===== config.mk =====
export PLATFORM = sky130hd
export DESIGN_NAME = fpu_normalize_pack
export DESIGN_NICKNAME = d
export VERILOG_FILES = /design/src/rtl/fpu_pkg.sv /design/src/rtl/fpu_round_rne.sv /design/src/rtl/fpu_normalize_pack.sv
export SDC_FILE = /design/constraint.sdc
export NUM_CORES = 1
export LEC_CHECK = 0
export CAP_MARGIN = 20
export CORE_MARGIN = 2
export CORE_UTILIZATION = 49
export DETAILED_ROUTE_END_ITERATION = 12
export PLACE_DENSITY = 0.77
export SYNTH_ARGS = -nofsm -noshare
export SYNTH_HDL_FRONTEND = slang
export SYNTH_SLANG_ARGS = --single-unit

===== constraint.sdc =====
create_clock -name clk -period 2.35 [get_ports clk]
set_input_delay 0.47 -clock clk [delete_from_list [all_inputs] [get_ports clk]]
set_output_delay 0.47 -clock clk [all_outputs]
set_load 0.03 [all_outputs]

===== src/rtl/fpu_pkg.sv =====
// Shared constants and state encoding for the FP adder back end
// (normalize, round-to-nearest-even, pack).
package fpu_pkg;

  localparam int               EXP_W     = 8;
  localparam logic [EXP_W-1:0] EXP_MAX   = 8'hFF;
  localparam int               SIG_W_DEF = 24;
  localparam int               FRAC_W    = SIG_W_DEF - 1;

  typedef enum logic [1:0] {
    IDLE,
    NORM,
    ROUND,
    OUT
  } norm_state_t;

endpackage


===== src/rtl/fpu_round_rne.sv =====
// Round-to-nearest-even on a packed {exp, frac} field.
// Any rounding carry ripples from the fraction into the exponent.
module fpu_round_rne
  import fpu_pkg::*;
#(
  parameter int FW = FRAC_W
) (
  input  logic [FW-1:0]    frac,
  input  logic [EXP_W-1:0] exp_field,
  input  logic             g,
  input  logic             r,
  input  logic             s,
  output logic [EXP_W-1:0] exp_out,
  output logic [FW-1:0]    frac_out,
  output logic             overflow
);

  localparam int SUM_W = EXP_W + FW + 1;

  logic             inc;
  logic [SUM_W-1:0] sum;

  // NOTE: every output gets a value on every path, so no latch is inferred.
  always_comb begin
    inc      = g & (r | s | frac[0]);
    sum      = {1'b0, exp_field, frac} + SUM_W'(inc);
    overflow = (sum[SUM_W-1:FW] >= {1'b0, EXP_MAX});
    exp_out  = sum[SUM_W-2:FW];
    frac_out = sum[FW-1:0];
    if (overflow) begin
      exp_out  = EXP_MAX;
      frac_out = '0;
    end
  end

endmodule


===== src/rtl/fpu_normalize_pack.sv =====
// FP adder back end: carry adjust on capture, one left shift per cycle
// until normalized (or denormal), RNE rounding, then a held output beat.
module fpu_normalize_pack
  import fpu_pkg::*;
#(
  parameter int SIG_W = SIG_W_DEF
) (
  input  logic             clk,
  input  logic             rst_n,
  input  logic             in_valid,
  output logic             in_ready,
  input  logic             in_sign,
  input  logic [EXP_W-1:0] in_exp,
  input  logic [SIG_W:0]   in_sum,
  input  logic [2:0]       in_grs,
  output logic             out_valid,
  input  logic             out_ready,
  output logic [31:0]      out_result,
  output logic             out_overflow
);

  localparam int FW    = SIG_W - 1;
  localparam int CNT_W = $clog2(SIG_W);

  norm_state_t       state;
  logic              sign_q;
  logic [EXP_W-1:0]  exp_q;
  logic [SIG_W-1:0]  sig_q;
  logic              g_q, r_q, s_q;
  logic [CNT_W-1:0]  cnt_q;
  logic [31:0]       result_q;
  logic              ovf_q;

  logic [SIG_W-1:0]  cap_sig;
  logic [EXP_W-1:0]  cap_exp;
  logic              cap_g, cap_r, cap_s;
  logic              is_zero;
  logic              norm_done;
  logic [EXP_W-1:0]  exp_field;
  logic [EXP_W-1:0]  rnd_exp;
  logic [FW-1:0]     rnd_frac;
  logic              rnd_ovf;

  // A carry-out means the sum is one bit too wide: shift right into guard
  // and fold everything below guard into sticky.
  always_comb begin
    cap_sig = in_sum[SIG_W-1:0];
    cap_exp = in_exp;
    cap_g   = in_grs[2];
    cap_r   = in_grs[1];
    cap_s   = in_grs[0];
    if (in_sum[SIG_W]) begin
      cap_sig = in_sum[SIG_W:1];
      cap_exp = in_exp + 8'd1;
      cap_g   = in_sum[0];
      cap_r   = 1'b0;
      cap_s   = |in_grs;
    end
  end

  assign is_zero   = (sig_q == '0) && !(g_q | r_q | s_q);
  assign norm_done = is_zero || sig_q[SIG_W-1] || (exp_q <= 8'd1) ||
                     (cnt_q == CNT_W'(SIG_W - 1));
  // A cleared hidden bit after normalization means a denormal: field is 0.
  assign exp_field = sig_q[SIG_W-1] ? exp_q : '0;

  fpu_round_rne #(.FW(FW)) u_round (
    .frac      (sig_q[FW-1:0]),
    .exp_field (exp_field),
    .g         (g_q),
    .r         (r_q),
    .s         (s_q),
    .exp_out   (rnd_exp),
    .frac_out  (rnd_frac),
    .overflow  (rnd_ovf)
  );

  // NOTE: sequential state uses non-blocking assignments and clears on the
  // asynchronous reset, so an aborted operation leaves nothing behind.
  always_ff @(posedge clk or negedge rst_n) begin
    if (!rst_n) begin
      state    <= IDLE;
      sign_q   <= 1'b0;
      exp_q    <= '0;
      sig_q    <= '0;
      g_q      <= 1'b0;
      r_q      <= 1'b0;
      s_q      <= 1'b0;
      cnt_q    <= '0;
      result_q <= '0;
      ovf_q    <= 1'b0;
    end else begin
      case (state)
        IDLE: begin
          if (in_valid) begin
            sign_q <= in_sign;
            exp_q  <= cap_exp;
            sig_q  <= cap_sig;
            g_q    <= cap_g;
            r_q    <= cap_r;
            s_q    <= cap_s;
            cnt_q  <= '0;
            state  <= NORM;
          end
        end
        NORM: begin
          if (norm_done) begin
            state <= ROUND;
          end else begin
            sig_q <= {sig_q[SIG_W-2:0], g_q};
            g_q   <= r_q;
            r_q   <= 1'b0;
            exp_q <= exp_q - 8'd1;
            cnt_q <= cnt_q + 1'b1;
          end
        end
        ROUND: begin
          if (is_zero) begin
            result_q <= '0;
            ovf_q    <= 1'b0;
          end else begin
            result_q <= {sign_q, rnd_exp, rnd_frac};
            ovf_q    <= rnd_ovf;
          end
          state <= OUT;
        end
        OUT: begin
          if (out_ready) state <= IDLE;
        end
        default: state <= IDLE;
      endcase
    end
  end

  assign in_ready     = (state == IDLE);
  assign out_valid    = (state == OUT);
  assign out_result   = result_q;
  assign out_overflow = ovf_q;

endmodule


-- Word-level counts from Yosys, hierarchy flattened
Index checks and enable logic that the tools add are counted.
- mux-type cells: 29
- order comparisons: 2
- equal/unequal tests: 8
- add/subtract/negate cells: 4
- bitwise operators: 5
- reduce and logical (&&, ||, !) cells: 12
- operators by type and width (kind ; number):
    $mux W24 ; 3
    $pmux W24 S2 ; 1
    $mux W8 ; 5
    $add A31 B1 Y32 ; 1
    $mux W32 ; 1
    $logic_not A24 Y1 ; 1
    $mux W23 ; 1
    $pmux W8 S2 ; 1
    $mux W5 ; 2
    $pmux W5 S2 ; 1
    $ge A9 B8 Y1 const B ; 1
    $add A8 B1 Y8 const B ; 1
    $le A8 B1 Y1 const B ; 1
    $mux W1 ; 8
    $pmux W2 S4 ; 1
    $sub A8 B1 Y8 const B ; 1
    $mux W2 ; 3
    $ne A2 B2 Y1 const B ; 3
    $reduce_and A3 Y1 ; 2
    $add A5 B1 Y5 const B ; 1
    $eq A5 B5 Y1 const B ; 1
    $eq A2 B2 Y1 const B ; 2
    $or A1 B1 Y1 ; 4
    $pmux W1 S2 ; 2
    10 further kinds ; 12
- word-level logic and storage cells: 70
- output and inout bits: 35
- flip-flop bits (word level): 76

-- Longest topological paths before layout
Gate-level depths: netlist (run 1).
- word-level depth: 9
- mapped depth: 10

-- Cells and area by module
A second synthesis (run 1) with hierarchy kept.
- cell total of the unflattened synthesis: 592
- area total of the unflattened synthesis: 4868.4 um^2
- by module, submodules not included (module ; cells an instance ; times used ; area each (um^2)):
    fpu_normalize_pack ; 463 ; 1 ; 4037.6
    fpu_round_rne ; 129 ; 1 ; 830.8

-- Worst setup path before layout (run 1)
Ideal clock, no wire load.
- path type: reg2reg
- start point: register g_q
- end point: register result_q[10] (netlist: out_result[10])
- data arrival time: 2253 ps
- data required time: 2254 ps
- period minus slack after synthesis: 2349 ps
- cell stages (with the launch flop): 10
- setup slack: 1 ps
- setup time: 96 ps
- cells stage by stage: dfrtp_1 -> and2_1 -> ha_1 -> nand3_1 -> nor4_2 -> a21oi_1 -> a31oi_1 -> nor2_2 -> buf_6 -> o32ai_2
- longest elaborated chain between the ends: 5
- elaborated cells between the ends (all ways): 9
- RTL lines (element ; RTL line ; RTL):
    from (decl) ; fpu_normalize_pack.sv:29 ; logic g_q, r_q, s_q;
    from (signal assigned) ; fpu_normalize_pack.sv:99 ; g_q <= cap_g;
    from (signal assigned) ; fpu_normalize_pack.sv:111 ; g_q <= r_q;
    $and A1 B1 Y1 / $or A1 B1 Y1 (equally long branches) ; fpu_round_rne.sv:25, fpu_normalize_pack.sv:61 ;
    $add A31 B1 Y32 / $or A1 B1 Y1 (equally long branches) ; fpu_round_rne.sv:26, fpu_normalize_pack.sv:61 ;
    $ge A9 B8 Y1 / $logic_not A1 Y1 (equally long branches) ; fpu_round_rne.sv:27, fpu_normalize_pack.sv:61 ;
    $mux W23 / $logic_and A1 B1 Y1 (equally long branches) ; fpu_round_rne.sv:30, fpu_normalize_pack.sv:61 ;
    $mux W32 * ; fpu_normalize_pack.sv:118 ; if (is_zero) begin
    to (signal assigned) ; fpu_normalize_pack.sv:122 ; result_q <= {sign_q, rnd_exp, rnd_frac};
    to (decl) ; fpu_normalize_pack.sv:31 ; logic [31:0] result_q;
Every way passes the cells marked *; elsewhere a longest branch is shown, timed or not.
A chain may end at the register's enable or synchronous reset.

-- Worst setup path after layout (run 1)
- start point: register cnt_q[0]
- end point: register cnt_q[3]
- longest elaborated chain between the ends: 4
- elaborated cells between the ends (all ways): 7
- RTL lines (element ; RTL line ; RTL):
    from (decl) ; fpu_normalize_pack.sv:30 ; logic [CNT_W-1:0] cnt_q;
    from (signal assigned) ; fpu_normalize_pack.sv:114 ; cnt_q <= cnt_q + 1'b1;
    parallel branches: the longest is 4 deep, another holds $add A5 B1 Y5 ; - ;
Parallel ways; which one is timed is not known. The select of a mux whose other input is x is not followed.

==> impl_metrics.json, run 1 <==
{
  "run_status": "complete, no violations",
  "max_freq_mhz": 440,
  "synth_edf_count": 0,
  "ir_drop_v": 0.000527,
  "cts_buffers": 9,
  "timing.final.crit_period_ns": 2.27,
  "hold_slack_ns": 0.103,
  "htree_levels": 3,
  "clk_path_buf_depth": 2,
  "synth_cell_types": 64,
  "antenna_cells": 0,
  "arrival_ns": 2.55,
  "layout_common_cells": "87 x nand2_1, 73 x dfrtp_1, 73 x clkdlybuf4s50_1",
  "power.density_nw_per_um2": 1310,
  "stdcell_count": 784,
  "wl_mm": 12.2,
  "p_clk_frac": 0.130,
  "worst_setup_path_start_kind": "flop",
  "rows": 36,
  "finalHoldViolCount": 0,
  "critPathTopFamily": "simple AND/OR/NAND/NOR gates",
  "vias": 4413,
  "drc": 0,
  "cts_tree": "built",
  "synth_area_sq_um": 4860,
  "critPathKind": "reg2reg",
  "die_area_sq_um": 10700,
  "critPathRequiredTime_ns": 2.63,
  "p_switching_mw": 3.71,
  "power_frac_seq": 0.317,
  "synth.avg_cell_area_sq_um": 8.62,
  "cts_sinks": 76,
  "end_kind": "flop",
  "intPower_mw": 4.40,
  "via_per_inst": 5.63,
  "path_max_fanout": 4,
  "grt_pass1_wl_mm": 20.2,
  "p_total_mw": 8.11,
  "cp_slowest_stage_delay_ns": 0.62,
  "ant_nets": 0,
  "first_global_vias": 4153,
  "layout-drive-gt1-share": 0.157,
  "cap_viol_max_count": 0,
  "die_h_um": 104,
  "combPwrFrac": 0.553,
  "finClkSkew_ns": 0.0126,
  "clk_pin_slew_ns": 0.08,
  "ys_seq_area_frac": 0.391,
  "grt_max_degree": 54,
  "port-buffer-count": 75,
  "cts_root_buffer": "clkbuf_8",
  "synthCells": 564,
  "ys_ff_latch": 76,
  "hold_path.class": "in2async",
  "cp.buffers_inverters": 1,
  "antenna_found_initial": 0,
  "dp.cells": 766,
  "hold_buffers": 0,
  "gp_congestion": 0.888,
  "slew_headroom": 0.635,
  "leakagePower_nw": 2.58,
  "synth_nets": 614,
  "ys_warn_count": 0,
  "fillers": 835,
  "gr-total-overflow": 0,
  "crit_chain": "ha_1 -> and4b_1 -> nor3b_1 -> o211a_1 -> o21ai_4 -> buf_4 -> or4b_2 -> nand3_1",
  "dr.pass1.iters": 4,
  "crit_path_top_delay_cell": "or4b_2",
  "core-area_sq_um": 9680,
  "clk_latency_ns": 0.34,
  "synth-async-reset-ratio": 1.00,
  "synthFlopType": "dfrtp_1",
  "die_x_um": 104,
  "worst_pin_slew_ns": 0.548,
  "p_sw_frac": 0.457,
  "drv_slew": 0,
  "pin_count": 76,
  "initial_utilization": 0.502,
  "layout.nets": 697,
  "setup_viol": 0,
  "dpl.hpwl_mm": 9.37,
  "area_delta_synth_final_pct": 27.7,
  "post_drt_wl_per_cell_um": 15.5,
  "groute.usage.overall": 0.228,
  "fin_crit_sh": 0.968,
  "final_common_cell": "nand2_1",
  "drt-initial-drc-count": 183
}
## per-layer routing
layer | up-vias | track usage | part of all wire
li1 | 2164 | - | -
met1 | 2122 | 0.323 | 0.47
met2 | 114 | 0.364 | 0.47
met3 | 13 | 0.0327 | 0.045
met4 | 0 | 0.0666 | 0.014
met5 | - | 0 | 0
## power groups by stage
stage | registers (mW) | logic [mW] | clock network (mW)
finish | 2.57 | 4.49 | 1.05
global route | 2.65 | 4.94 | 1.12
CTS | 2.55 | 4.41 | 1.07
detailed placement | 2.58 | 4.38 | 0
global placement | 2.54 | 4.29 | 0
floorplan | 2.76 | 2.60 | 0
## cell type report
cell class	instances	area, sq um	area share
Multi-Input combinational cell	427	2760	0.444
Clock buffer	10	128	0.0205
Clock inverter	5	77.6	0.0125
Timing Repair Buffer	118	1120	0.181
Tap cell	133	166	0.0268
Sequential cell	76	1910	0.307
Inverter	15	56.3	0.00907
## Yosys cell counts (all sizes together) (2+ instances only)
cell,number,area share
nor2,50,0.039
clkbuf,32,0.025
o211ai,3,0.0057
inv,15,0.012
mux2,3,0.0069
nand4,12,0.019
nand3b,2,0.0031
nor3,9,0.010
o21ai,43,0.044
or4,2,0.0039
nor3b,3,0.0046
a21oi,32,0.033
and3,3,0.0041
a21o,2,0.0031
nand2,88,0.068
o311ai,2,0.0036
and4,4,0.0072
nor2b,3,0.0039
o41ai,5,0.011
buf,14,0.018
o31ai,8,0.021
nand3,29,0.033
a31oi,6,0.0077
nand2b,2,0.0026
or2,4,0.0051
xor2,17,0.031
xnor2,15,0.027
ha,9,0.023
and2,2,0.0026
or3,2,0.0026
o32ai,5,0.017
nor4,14,0.019
a221oi,3,0.0054
o2bb2ai,6,0.011
dfrtp,76,0.39
mux2i,25,0.051
## through the flow
| step | area (sq um) | util | setup TNS [ns] | worst slack, ns |
|---|---|---|---|---|
| 6_report | 6210 | 0.641 | 0 | 0.0751 |
| 3_5_place_dp | 5930 | 0.612 | -0.0318 | -0.0243 |
| 5_1_grt | 6210 | 0.641 | -0.0227 | -0.0103 |
| 3_3_place_gp | 5930 | 0.612 | -0.0356 | -0.0224 |
| 2_1_floorplan | 4860 | - | 0 | 0.00101 |
| 4_1_cts | 6140 | 0.634 | 0 | 0.00930 |
## repair_timing
item,CTS,global route
pin swaps,0,5
buffers inserted,0,3
gates resized for setup,1,10
cloned,0,0
setup endpoints to repair,4,15
## state kept, by name (all words and copies together) (netlist names)
name,count
state,2
g_q,1
sig_q,24
s_q,1
out_overflow,1
cnt_q,5
exp_q,8
out_result,32
sign_q,1
r_q,1
## cells by family (layout without fill, tap and decap cells)
family                     Yosys count  count (layout)  share of synthesized area
DFF                                 76              76                      0.391
and+or+nand+nor                    232             232                      0.235
buffers and inverters               61             148                     0.0543
AOI/OAI and AO/OA                  126             126                      0.181
muxes                               28              28                     0.0584
xor gates and xnor gates            32              32                     0.0576
adders and majority gates            9               9                     0.0232
## worst paths after layout
kind                                            start                         end  slack (ns)  cells after the start
setup reg to reg                 cnt_q[0]$_DFFE_PN0P_        cnt_q[3]$_DFFE_PN0P_        0.08                      8
max in group asynchronous                       rst_n       sig_q[23]$_DFFE_PN0P_        1.54                      2
min in group clk           out_result[31]$_DFFE_PN0P_  out_result[31]$_DFFE_PN0P_        0.49                      1
hold / removal                                  rst_n   out_result[8]$_DFFE_PN0P_        0.10                      1
hold reg to reg            out_result[31]$_DFFE_PN0P_  out_result[31]$_DFFE_PN0P_        0.49                      1
setup / recovery                 cnt_q[0]$_DFFE_PN0P_        cnt_q[3]$_DFFE_PN0P_        0.08                      8
Power figures use the tool's default switching activity.
==> run 2: changes to the inputs <==
GPL_TIMING_DRIVEN = 0   (was not set)
==> impl_metrics.json, run 2 (synthesis results as in run 1) <==
{
  "run_status": "complete, no violations",
  "dpl.hpwl_mm": 9.66,
  "layout_common_cells": "86 x nand2_1, 72 x clkdlybuf4s50_1, 63 x dfrtp_1",
  "largest_reg_flops": 32,
  "leakagePower_nw": 2.57,
  "cts_tree": "built",
  "setup_tns_ns": 0,
  "hold_buffers": 0,
  "drt-initial-drc-count": 232,
  "ir_drop_v": 0.000499,
  "pin_count": 76,
  "path_max_fanout": 10,
  "cap_viol_max_count": 0,
  "die_h_um": 104,
  "grt_pass1_wl_mm": 21.4,
  "core-area_sq_um": 9680,
  "crit_chain": "clkbuf_4 -> nand4_4 -> or4_4 -> nor3_4 -> nand2_2 -> nand2_1 -> buf_6 -> o32ai_2",
  "gp_congestion": 0.874,
  "cp-startpoint": "sig_q[8]$_DFFE_PN0P_",
  "regArea_sq_um": 1920,
  "ant_nets": 0,
  "fillers": 800,
  "layout.nets": 707,
  "port-buffer-count": 74,
  "cp_slowest_stage_delay_ns": 0.50,
  "cp.buffers_inverters": 2,
  "end_kind": "flop",
  "groute.usage.overall": 0.245,
  "clk_pin_slew_ns": 0.09,
  "critPathTopFamily": "simple AND/OR/NAND/NOR gates",
  "hold_path.class": "in2async",
  "critPathKind": "reg2reg",
  "initial_utilization": 0.502,
  "vias": 4547,
  "multi_input_area_sq_um": 2900,
  "reg2reg_from": "sig_q[8]$_DFFE_PN0P_",
  "fin_crit_sh": 0.969,
  "max_freq_mhz": 439,
  "arrival_ns": 2.49,
  "hold_slack_ns": 0.0466,
  "area_delta_synth_final_pct": 30.0,
  "antenna_cells": 0,
  "rsz0062_at_grt": "true",
  "cts_root_buffer": "clkbuf_8",
  "final_common_cell": "nand2_1",
  "first_global_vias": 4410,
  "rows": 36,
  "post_drt_wl_per_cell_um": 16.4,
  "stdcell_count": 795,
  "htree_levels": 3,
  "slew_headroom": 0.490,
  "grt_max_degree": 45,
  "drc": 0,
  "via_per_inst": 5.72,
  "crit_path_top_delay_cell": "or4_4",
  "cts_buffers": 9,
  "antenna_found_initial": 0,
  "finClkSkew_ns": 0.0151,
  "drv_slew": 0,
  "timing.final.crit_period_ns": 2.28,
  "die_x_um": 104,
  "final_area_sq_um": 6320,
  "clk_latency_ns": 0.37,
  "finalHoldViolCount": 0,
  "layout-drive-gt1-share": 0.177,
  "dp.cells": 772,
  "cts_sinks": 76,
  "postLayoutCoreUtil": 0.653,
  "power.density_nw_per_um2": 1320,
  "gr-total-overflow": 0,
  "die_area_sq_um": 10700,
  "dr.pass1.iters": 5,
  "critPathRequiredTime_ns": 2.56,
  "setup_viol": 0,
  "wl_mm": 13.0,
  "worst_setup_path_start_kind": "flop",
  "worst_pin_slew_ns": 0.765,
  "place_area_sq_um": 5790,
  "clk_path_buf_depth": 2
}
run 2: cell count changes in the layout (fill, tap and decap cells not counted), moves of 3 or more:
cell      previous run  this run
dfrtp_2              3        13
nor4_1              11         7
clkbuf_1             1        22
buf_6                0         6
dfrtp_1             73        63
buf_4               39        14
clkbuf_4             0         4
buf_12               4         1
clkbuf_2             0         5
run 2: area by class of cell:
class | count | share of cell area
flip-flops and latches | 76 | 0.303
plain buffers | 40 | 0.0348
clock inverters | 4 | 0.00752
repair buffers | 88 | 0.136
well taps | 133 | 0.0263
multi-input cells | 427 | 0.459
inverters | 15 | 0.00891
clock buffers | 12 | 0.0245
run 2: metrics by stage:
step / power (mW) / setup WS (ns)
floorplan: 5.36 / 0.00101
global placement: 6.69 / -1.78
detailed placement: 6.85 / -0.542
CTS: 8.02 / 0.00125
global route: 8.92 / -0.0188
finish: 8.32 / 0.0738
run 2: routing by layer:
metal  vias up  share of wire  track usage
met4         0          0.030        0.116
met5         -              0            0
met2       163           0.48        0.399
met3        29          0.058       0.0396
met1      2161           0.44        0.322
li1       2194              -            -
run 2: where the power goes:
| part | leakage (nW) | total, mW | switching, mW | internal, mW |
|---|---|---|---|---|
| Combinational | 1.53 | 4.68 | 2.80 | 1.89 |
| Clock | 0.102 | 1.03 | 0.484 | 0.545 |
| Sequential | 0.939 | 2.61 | 0.680 | 1.93 |
run 2: path summary, 6_finish.rpt:
| kind | end | slack (ns) | depth (start not counted) |
|---|---|---|---|
| setup / recovery | out_result[8]$_DFFE_PN0P_ | 0.07 | 8 |
| hold / removal | out_result[3]$_DFFE_PN0P_ | 0.05 | 1 |
| setup reg to reg | out_result[8]$_DFFE_PN0P_ | 0.07 | 8 |
| hold reg to reg | out_result[23]$_DFFE_PN0P_ | 0.49 | 1 |
| max in group asynchronous | exp_q[0]$_DFFE_PN0P_ | 1.70 | 2 |
| min in group clk | out_result[23]$_DFFE_PN0P_ | 0.49 | 1 |
run 2: what timing repair did:
| action | CTS | global route |
|---|---|---|
| endpoints found under the setup margin | 64 | 64 |
| buffers inserted | 8 | 5 |
| pin swaps | 2 | 10 |
| gates resized for setup | 23 | 44 |
